===== src/rtl/wptr_full_ctrl.sv =====
// rtl/wptr_full_ctrl.sv - async FIFO write-side pointer, full/almost-full and level generator
//
// Purpose: keeps the binary/Gray write pointer, compares it with the
// synchronized Gray read pointer and registers full, almost-full, fill level
// and (optionally) a sticky overflow flag.
// Optional feature macro: WFULL_OVERFLOW_DET_EN (sticky overflow detection).
//
// Ports:
//   wclk_i       write-domain clock
//   wrst_n_i     asynchronous active-low reset
//   winc_i       write request, accepted only while wfull_o = 0
//   wq2_rptr_i   synchronized Gray read pointer (ADDRSIZE+1 bits)
//   wovf_clr_i   clears woverflow_o (unused without the macro)
//   waddr_o      RAM write address
//   wptr_o       registered Gray write pointer
//   wfull_o      registered full flag
//   awfull_o     registered almost-full flag
//   wlevel_o     registered fill level seen from the write side
//   woverflow_o  sticky overflow flag
module wptr_full_ctrl #(
  parameter int ADDRSIZE      = 4,
  parameter int AWFULL_THRESH = 15
) (
  input  logic                wclk_i,
  input  logic                wrst_n_i,
  input  logic                winc_i,
  input  logic [ADDRSIZE:0]   wq2_rptr_i,
  input  logic                wovf_clr_i,
  output logic [ADDRSIZE-1:0] waddr_o,
  output logic [ADDRSIZE:0]   wptr_o,
  output logic                wfull_o,
  output logic                awfull_o,
  output logic [ADDRSIZE:0]   wlevel_o,
  output logic                woverflow_o
);

  localparam logic [ADDRSIZE:0] THRESH = (ADDRSIZE+1)'(AWFULL_THRESH);

  logic [ADDRSIZE:0] wbin_q, wbin_d;
  logic [ADDRSIZE:0] wptr_q, wgray_d;
  logic [ADDRSIZE:0] wlevel_q, wlevel_d;
  logic [ADDRSIZE:0] rbin;
  logic              wfull_q, wfull_d;
  logic              awfull_q, awfull_d;
  logic              wen;

  assign wen     = winc_i & ~wfull_q;
  assign wbin_d  = wbin_q + {{ADDRSIZE{1'b0}}, wen};
  assign wgray_d = (wbin_d >> 1) ^ wbin_d;

  // Gray-to-binary of the synchronized read pointer, MSB first.
  always_comb begin
    rbin           = '0;
    rbin[ADDRSIZE] = wq2_rptr_i[ADDRSIZE];
    for (int i = ADDRSIZE - 1; i >= 0; i--) begin
      rbin[i] = rbin[i+1] ^ wq2_rptr_i[i];
    end
  end

  // Full when the next write pointer has lapped the read pointer exactly once:
  // in Gray code that means the two MSBs differ and the rest match.
  assign wfull_d  = (wgray_d == {~wq2_rptr_i[ADDRSIZE:ADDRSIZE-1], wq2_rptr_i[ADDRSIZE-2:0]});
  assign wlevel_d = wbin_d - rbin;
  assign awfull_d = (wlevel_d >= THRESH);

  // Pointer group
  always_ff @(posedge wclk_i or negedge wrst_n_i) begin
    if (!wrst_n_i) begin
      wbin_q <= '0;
      wptr_q <= '0;
    end else begin
      wbin_q <= wbin_d;
      wptr_q <= wgray_d;
    end
  end

  // Status group
  always_ff @(posedge wclk_i or negedge wrst_n_i) begin
    if (!wrst_n_i) begin
      wfull_q  <= 1'b0;
      awfull_q <= 1'b0;
      wlevel_q <= '0;
    end else begin
      wfull_q  <= wfull_d;
      awfull_q <= awfull_d;
      wlevel_q <= wlevel_d;
    end
  end

`ifdef WFULL_OVERFLOW_DET_EN
  logic woverflow_q;

  // A dropped write sets the flag; set has priority over a same-edge clear.
  always_ff @(posedge wclk_i or negedge wrst_n_i) begin
    if (!wrst_n_i) begin
      woverflow_q <= 1'b0;
    end else if (winc_i && wfull_q) begin
      woverflow_q <= 1'b1;
    end else if (wovf_clr_i) begin
      woverflow_q <= 1'b0;
    end
  end

  assign woverflow_o = woverflow_q;
`else
  logic unused_wovf_clr;
  assign unused_wovf_clr = wovf_clr_i;
  assign woverflow_o     = 1'b0;
`endif

  assign waddr_o  = wbin_q[ADDRSIZE-1:0];
  assign wptr_o   = wptr_q;
  assign wfull_o  = wfull_q;
  assign awfull_o = awfull_q;
  assign wlevel_o = wlevel_q;

endmodule


===== config.mk =====
export PLATFORM = sky130hd
export DESIGN_NAME = wptr_full_ctrl
export DESIGN_NICKNAME = d
export VERILOG_FILES = /design/src/rtl/wptr_full_ctrl.sv
export SDC_FILE = /design/constraint.sdc
export NUM_CORES = 1
export LEC_CHECK = 0
export ABC_AREA = 0
export ABC_CLOCK_PERIOD_IN_PS = 2250
export BUFFER_PORTS_ARGS = -buffer_cell sky130_fd_sc_hd__buf_2
export CORE_MARGIN = 5
export CORE_UTILIZATION = 45
export CTS_CLUSTER_DIAMETER = 30
export DETAILED_ROUTE_END_ITERATION = 16
export PLACE_DENSITY = 0.7
export SLEW_MARGIN = 20
export SYNTH_ARGS = -nofsm -noshare
export SYNTH_HDL_FRONTEND = slang
export SYNTH_SLANG_ARGS = --single-unit

===== constraint.sdc =====
create_clock -name wclk_i -period 2.25 [get_ports wclk_i]
set_input_delay 0.45 -clock wclk_i [delete_from_list [all_inputs] [get_ports wclk_i]]
set_output_delay 0.45 -clock wclk_i [all_outputs]
set_load 0.05 [all_outputs]

# [After elaboration in Yosys (flattened, before gate mapping)]
# Index checks and enable logic that the tools add are counted.
# W data, S select, Z words.
[totals] register_bits=17 out_inout_bits=17 wordCells=17
[op_classes] n_addsub=2 n_lt_le_gt_ge=1 eq_ne=1 n_bitwise=8
[op_table] operator="$add A5 B1 Y5" count=1
[op_table] operator="$eq A5 B5 Y1" count=1
[op_table] operator="$ge A5 B4 Y1 const B" count=1
[op_table] operator="$sub A5 B5 Y5" count=1
[op_table] operator="$xor A4 B5 Y5" count=1
[op_table] operator="$xor A1 B1 Y1" count=4
[op_table] operator="$not A2 Y2" count=1
[op_table] operator="$and A1 B1 Y1" count=1
[op_table] operator="$not A1 Y1" count=1

# [Depth between registers and ports, before layout]
# Gate-level depths: netlist of run 1.
[logic_depth] depth_word=6 ltp_mapped=10

# [Worst setup path before layout of run 1]
# Ideal clock, no wire load.
[synth_path] path_kind="register to register" startpoint="reg wfull_q (netlist: wfull_o)" endpoint="reg awfull_q (netlist: awfull_o)" setup_ns=0.147 arrival_ns=2.304 required_ns=2.103 slack_ns=-0.202 path_stages_with_launch=10 n_path_buf=0 path_cell_list="dfrtp_1 nor2b_1 ha_1 ha_1 xor2_1 ha_1 nor2b_1 o21ai_0 a21o_1 o311ai_0"
[synth_via] elab_chain_len=5
[synth_rtl] item="start: declaration" line_no="43" rtl="logic wfull_q, wfull_d;"
[synth_rtl] item="start signal: assignment" line_no="84" rtl="wfull_q <= wfull_d;"
[synth_rtl] item="$not A1 Y1" line_no="47" rtl="assign wen = winc_i & ~wfull_q;"
[synth_rtl] item="$and A1 B1 Y1" line_no="47"
[synth_rtl] item="$add A5 B1 Y5" line_no="48" rtl="assign wbin_d = wbin_q + {{ADDRSIZE{1'b0}}, wen};"
[synth_rtl] item="named net wbin_d[2]" line_no="39" rtl="logic [ADDRSIZE:0] wbin_q, wbin_d;"
[synth_rtl] item="$sub A5 B5 Y5" line_no="63" rtl="assign wlevel_d = wbin_d - rbin;"
[synth_rtl] item="$ge A5 B4 Y1" line_no="64" rtl="assign awfull_d = (wlevel_d >= THRESH);"
[synth_rtl] item="named net awfull_d" line_no="44" rtl="logic awfull_q, awfull_d;"
[synth_rtl] item="end signal: assignment" line_no="85" rtl="awfull_q <= awfull_d;"
[synth_rtl] item="end: declaration" line_no="44"
# The timed path passes the listed nets, and every way through them passes these cells.

# [Worst setup path after layout of run 1]
[layout_path] startpoint="in wq2_rptr_i[4]" endpoint="reg awfull_q (netlist: awfull_o)"
[layout_via] elab_chain_len=6
[layout_rtl] item="start: declaration" line_no="27" rtl="input logic [ADDRSIZE:0] wq2_rptr_i,"
[layout_rtl] item="$xor A1 B1 Y1 * (2 in series)" line_no="56" rtl="rbin[i] = rbin[i+1] ^ wq2_rptr_i[i];"
[layout_rtl] item="$xor A1 B1 Y1 (2 in series)" line_no="56"
[layout_rtl] item="$sub A5 B5 Y5 *" line_no="63"
[layout_rtl] item="named net wlevel_d[2]" line_no="41" rtl="logic [ADDRSIZE:0] wlevel_q, wlevel_d;"
[layout_rtl] item="$ge A5 B4 Y1 *" line_no="64"
[layout_rtl] item="named net awfull_d" line_no="44"
# Mark *: on every way through the listed nets, which the timed path passes. The rest lies on a longest branch.

==> impl_metrics.env, run 1 <==
export IMPL_cp_slowest_stage_delay_ns=0.39
export IMPL_r2r_cells=7
export IMPL_critPathArrivalTime_ns=2.41
export IMPL_cpMaxStageDelayCell="fa_2"
export IMPL_period_minus_slack_ns=2.21
export IMPL_syn_area_per_cell_um2=11.6
export IMPL_hold_viol_final=0
export IMPL_drc=0
export IMPL_final_instance_count_excl_fill=148
export IMPL_fin_nets=138
export IMPL_r2r_end="wfull_o"
export IMPL_max_freq_mhz=453
export IMPL_holdWs_ns=0.0493
export IMPL_cts_tree="yes"
export IMPL_die_area_um2=3040
export IMPL_wl_um=1740
export IMPL_dieWidth_um=55.1
export IMPL_root_buffer="clkbuf_4"
export IMPL_critPathKind="in2reg"
export IMPL_synth_compound_area_share_pct=9.29
export IMPL_yosysWarnings=0
export IMPL_synth_xor_area_share_pct=21.7
export IMPL_area_growth_pct=45.6
export IMPL_antenna_found_initial=0
export IMPL_synthCells=79
export IMPL_io_pins=26
export IMPL_drv_slew=0
export IMPL_path_cells="buf_8, xnor2_4, xor2_4, xor2_2, xnor2_1, ha_2, fa_2, xnor2_2, nand3_2, o311ai_2"
export IMPL_ys_types=26
export IMPL_crit_fanout=2
export IMPL_clk_pin_slew_ns=0.09
export IMPL_ant_nets=0
export IMPL_initial_core_util_pct=47.2
export IMPL_htreeDepth=1
export IMPL_drive_above_1_share_pct=51.2
export IMPL_dpl_hpwl_um=1390
export IMPL_grt_first_pass_wirelength_um=3020
export IMPL_hold_path_class="in2async"
export IMPL_cp_top_family="XOR/XNOR gates"
export IMPL_syn_nets=95
export IMPL_timing_final_crit_share_pct=98.2
export IMPL_max_cap_violations=0
export IMPL_grt_overflow_total=0
export IMPL_setup_viol=0
export IMPL_dr_first_iter_drc_count=6
export IMPL_viasPerCell=4.75
export IMPL_grt_pass1_vias=731
export IMPL_track_usage_pct=14.0
export IMPL_wl_per_cell_um=11.7
export IMPL_clockBufferDepth=2
export IMPL_core_area_um2=1940
export IMPL_endpoint_kind="flop"
export IMPL_status="finished clean"
export IMPL_numCtsBuffers=3
export IMPL_die_h_um=55.1
export IMPL_cts_sinks=16
export IMPL_r2r_start="wfull_o"
export IMPL_portBuffers=23
export IMPL_grt_max_degree=17
export IMPL_rsz0062_at_grt="true"
export IMPL_gp_congestion=0.765
export IMPL_yosysSeqAreaShare_pct=43.7
export IMPL_ys_seq_elements=16
export IMPL_clk_insertion_delay_late_ns=0.29
export IMPL_synth_top_family_by_area="XOR/XNOR gates"
export IMPL_n_antenna_cell=0
export IMPL_final_util_pct=68.7
export IMPL_worstSetupStartpointType="primary input"
export IMPL_dr_pass1_iters=2
export IMPL_synth_mux_area_share_pct=0
export IMPL_syn_cell_area_um2=916
export IMPL_skew_ns=0.00443
export IMPL_dp_cells=139
export IMPL_path_buf_inv=1
export IMPL_synthSimpleGateAreaFrac_pct=9.56
export IMPL_cts_hold_buf=0
export IMPL_setup_tns_ns=0
export IMPL_via_count=703
export IMPL_critical_path_required_ns=2.45
export IMPL_rows=16
export IMPL_synthAdderAreaFrac_pct=10.4
export IMPL_rrSetupSlack_ns=0.07
## synth_stat cells (all sizes together)
cell type	instances	area [um2]
inv	7	26.3
xor2	7	61.3
a31oi	1	6.26
clkbuf	1	3.75
a21o	1	7.51
and3	1	7.51
fa	1	20.0
nand3	4	20.0
ha	6	75.1
or3	2	12.5
and4b	1	10.0
a21boi	3	22.5
conb	1	3.75
nand2	1	3.75
a21oi	1	8.76
nor2b	3	18.8
xnor3	3	67.6
a211o	1	8.76
o21ai	3	15.0
nor2	2	7.51
o21a	1	7.51
buf	2	15.0
xnor2	8	70.1
o311ai	1	8.76
nor3b	1	7.51
dfrtp	16	400
## timing repair
item,in CTS,in global routing
pin swaps,8,10
endpoints found under the setup margin,2,3
cloned,0,0
setup buffers,4,1
gates resized for setup,6,8
## worst reg2reg max path, delay by kind of cell (launching register included)
family / cells / cell delay (ns)
adder cells (fa/ha/maj): 2 / 0.36
AO/OA/AOI/OAI: 2 / 0.44
XOR/XNOR: 1 / 0.40
flip-flops: 1 / 0.41
AND/OR/NAND/NOR: 2 / 0.50
## metal layers
layer | global-route usage [%] | wire length (um)
met4 | 3.64 | 22
met5 | 0 | 0
met1 | 16.4 | 710
met2 | 26.0 | 914
met3 | 2.41 | 89
## worst max path at each step
| stage | start | end | slack [ns] | cells after the start |
|---|---|---|---|---|
| after detailed placement | wq2_rptr_i[4] | awfull_o | -0.48 | 10 |
| after global routing | wq2_rptr_i[4] | awfull_o | -0.09 | 10 |
| after floorplan | wq2_rptr_i[4] | awfull_o | -0.06 | 9 |
| after CTS | wq2_rptr_i[3] | awfull_o | 0.00003 | 11 |
| final | wq2_rptr_i[4] | awfull_o | 0.04 | 10 |
| after global placement | wq2_rptr_i[4] | awfull_o | -0.39 | 11 |
## layout by cell type, fill, tap and decap left out, types with 2 or more instances in the layout
master,count
nor2_1,2
buf_4,18
ha_2,2
o21ai_1,2
a21boi_0,2
xor2_2,2
inv_1,6
dfrtp_2,2
ha_1,3
clkbuf_4,3
dfrtp_1,14
xnor2_1,6
xnor3_1,3
buf_2,21
or3_1,2
nor2b_1,3
xor2_1,4
nand3_1,3
## state kept, by name, summed over array words and instances (netlist names)
register / count
wptr_o: 4
awfull_o: 1
wlevel_o: 5
wfull_o: 1
wbin_q: 5
## cells by family (layout without fill, tap and decap cells)
group,after synthesis,in the layout
xor+xnor,18,18
flops,16,16
simple gates,15,15
compound gates,12,12
buf+inv,10,52
fa+ha+maj,7,7
other cells,1,1
## through the flow
stage	area, um2	worst slack, ns
CTS	1290	0.0000324
floorplan	972	-0.0609
detailed placement	1200	-0.480
global placement	1200	-0.394
global route	1330	-0.0935
finish	1330	0.0403
## area by class of cell
| type | instances | area [um2] |
|---|---|---|
| Clock buffer | 4 | 36.3 |
| Fill cell | 149 | 608 |
| Inverter | 7 | 26.3 |
| Multi-Input combinational cell | 53 | 568 |
| Sequential cell | 16 | 403 |
| Tap cell | 27 | 33.8 |
| Timing Repair Buffer | 41 | 267 |
Power of run 1 is not shown: default switching activity piles up to over one toggle a cycle in this logic, so the estimate is an artifact.
==> run 2, diff against run 1 <==
--- a/config.mk
+++ b/config.mk
@@ -12,6 +12,7 @@
 export CORE_UTILIZATION = 45
 export CTS_CLUSTER_DIAMETER = 30
 export DETAILED_ROUTE_END_ITERATION = 16
+export HOLD_SLACK_MARGIN = 0.1
 export PLACE_DENSITY = 0.7
 export SLEW_MARGIN = 20
 export SYNTH_ARGS = -nofsm -noshare
==> run 2 against run 1 <==
Sequential share of layout area decreased by 0.23 points; count of clock-buffer cells in the layout unchanged; critical path depth unchanged; non-clock buffer count up 1; setup slack about the same; via count increased by 1.3%; first-iteration DRC count grew 50%; global-route usage grew 0.11 points; routed wire length increased by 0.52%; maximum frequency barely moved; register-to-register slack gained 0.02 ns; final cell count increased by 0.68%; critical path type unchanged; critical endpoint unchanged; highest routed layer unchanged.
==> impl_metrics.env, run 2 (same netlist as run 1, synthesis figures left out) <==
export IMPL_status="finished clean"
export IMPL_most_common_layout_cells="21 x buf_2, 18 x buf_4, 14 x dfrtp_1, 6 x inv_1, 6 x xnor2_1"
export IMPL_die_area_um2=3040
export IMPL_skew_ns=0.00305
export IMPL_critPathKind="in2reg"
export IMPL_hold_path_class="in2async"
export IMPL_clk_insertion_delay_late_ns=0.29
export IMPL_ant_nets=0
export IMPL_dpl_hpwl_um=1390
export IMPL_clockBufferDepth=2
export IMPL_grt_overflow_total=0
export IMPL_htreeDepth=1
export IMPL_fin_nets=139
export IMPL_rsz0062_at_grt="true"
export IMPL_path_buf_inv=1
export IMPL_design_area_um2=1340
export IMPL_gp_congestion=0.765
export IMPL_dr_first_iter_drc_count=9
export IMPL_cts_sinks=16
export IMPL_drv_slew=0
export IMPL_wl_per_cell_um=11.7
export IMPL_critPathArrivalTime_ns=2.41
export IMPL_critical_path_required_ns=2.45
export IMPL_grt_pass1_vias=737
export IMPL_initial_core_util_pct=47.2
export IMPL_endpoint_kind="flop"
export IMPL_grt_first_pass_wirelength_um=3040
export IMPL_max_freq_mhz=453
export IMPL_path_cells="buf_8, xnor2_4, xor2_4, xor2_2, xnor2_1, ha_2, fa_2, xnor2_2, nand3_2, o311ai_2"
export IMPL_dieWidth_um=55.1
export IMPL_drive_above_1_share_pct=50.8
export IMPL_grt_max_degree=17
export IMPL_cts_tree="yes"
export IMPL_io_pins=26
export IMPL_core_area_um2=1940
export IMPL_wl_um=1750
export IMPL_dr_pass1_iters=2
export IMPL_via_count=712
export IMPL_viasPerCell=4.78
export IMPL_track_usage_pct=14.1
export IMPL_cp_top_family="XOR/XNOR gates"
export IMPL_area_growth_pct=46.7
export IMPL_setup_viol=0
export IMPL_portBuffers=23
export IMPL_clk_pin_slew_ns=0.09
export IMPL_worstSetupStartpointType="primary input"
export IMPL_die_h_um=55.1
export IMPL_rows=16
export IMPL_setup_tns_ns=0
export IMPL_n_antenna_cell=0
export IMPL_hold_viol_final=0
export IMPL_holdWs_ns=0.591
export IMPL_timing_final_crit_share_pct=98.2
export IMPL_drc=0
export IMPL_max_cap_violations=0
export IMPL_root_buffer="clkbuf_4"
export IMPL_antenna_found_initial=0
export IMPL_numCtsBuffers=3
export IMPL_cp_slowest_stage_delay_ns=0.39
export IMPL_period_minus_slack_ns=2.21
export IMPL_crit_fanout=2
export IMPL_cpMaxStageDelayCell="fa_2"
export IMPL_dpl_cell_area_um2=1200
export IMPL_final_common_cell="buf_2"
[run 2: cell types whose count changed in the layout (fill, tap and decap cells not counted)]
cell,previous run,this run
dlygate4sd3_1,0,1
[run 2: what timing repair did]
item / CTS / global route
hold buffers: 1 / 0
resized for setup: 6 / 8
buffers inserted: 4 / 1
endpoints found under the hold margin: 16 / 0
setup endpoints to repair: 2 / 3
pin swaps: 8 / 10
[run 2: through the flow]
| step | util (%) | instances | worst slack (ns) |
|---|---|---|---|
| after CTS | 66.9 | 148 | 0.0000324 |
| final | 69.2 | 149 | 0.0406 |
| after global routing | 69.2 | 149 | -0.0935 |
| after global placement | 61.8 | 139 | -0.394 |
| after floorplan | - | 79 | -0.0609 |
| after detailed placement | 61.8 | 139 | -0.480 |
[run 2: cell type report]
class | instances | area (um2)
multi-input cells | 53 | 568
well taps | 27 | 33.8
clock buffers | 4 | 36.3
inverters | 7 | 26.3
fillers | 148 | 598
repair buffers | 42 | 277
flip-flops and latches | 16 | 403
[run 2: worst paths after layout]
kind                               start        end  slack [ns]  depth (start not counted)
max                        wq2_rptr_i[4]   awfull_o        0.04                         10
min                             wrst_n_i  wptr_o[0]        0.59                          2
max reg2reg                      wfull_o    wfull_o        0.09                          7
min reg2reg                    wbin_q[4]  wbin_q[4]        0.61                          1
max in group asynchronous       wrst_n_i  wbin_q[0]        1.38                          2
min in group wclk_i        wq2_rptr_i[3]    wfull_o        0.59                          5
[run 2: routing by layer]
metal	wire length [um]	track usage, %	share of wire, %
met5	0	0	0
met3	89	2.41	5.1
met2	902	26.4	52
met4	22	3.64	1.3
met1	730	16.4	42
Power of run 2 is left out for the same reason.
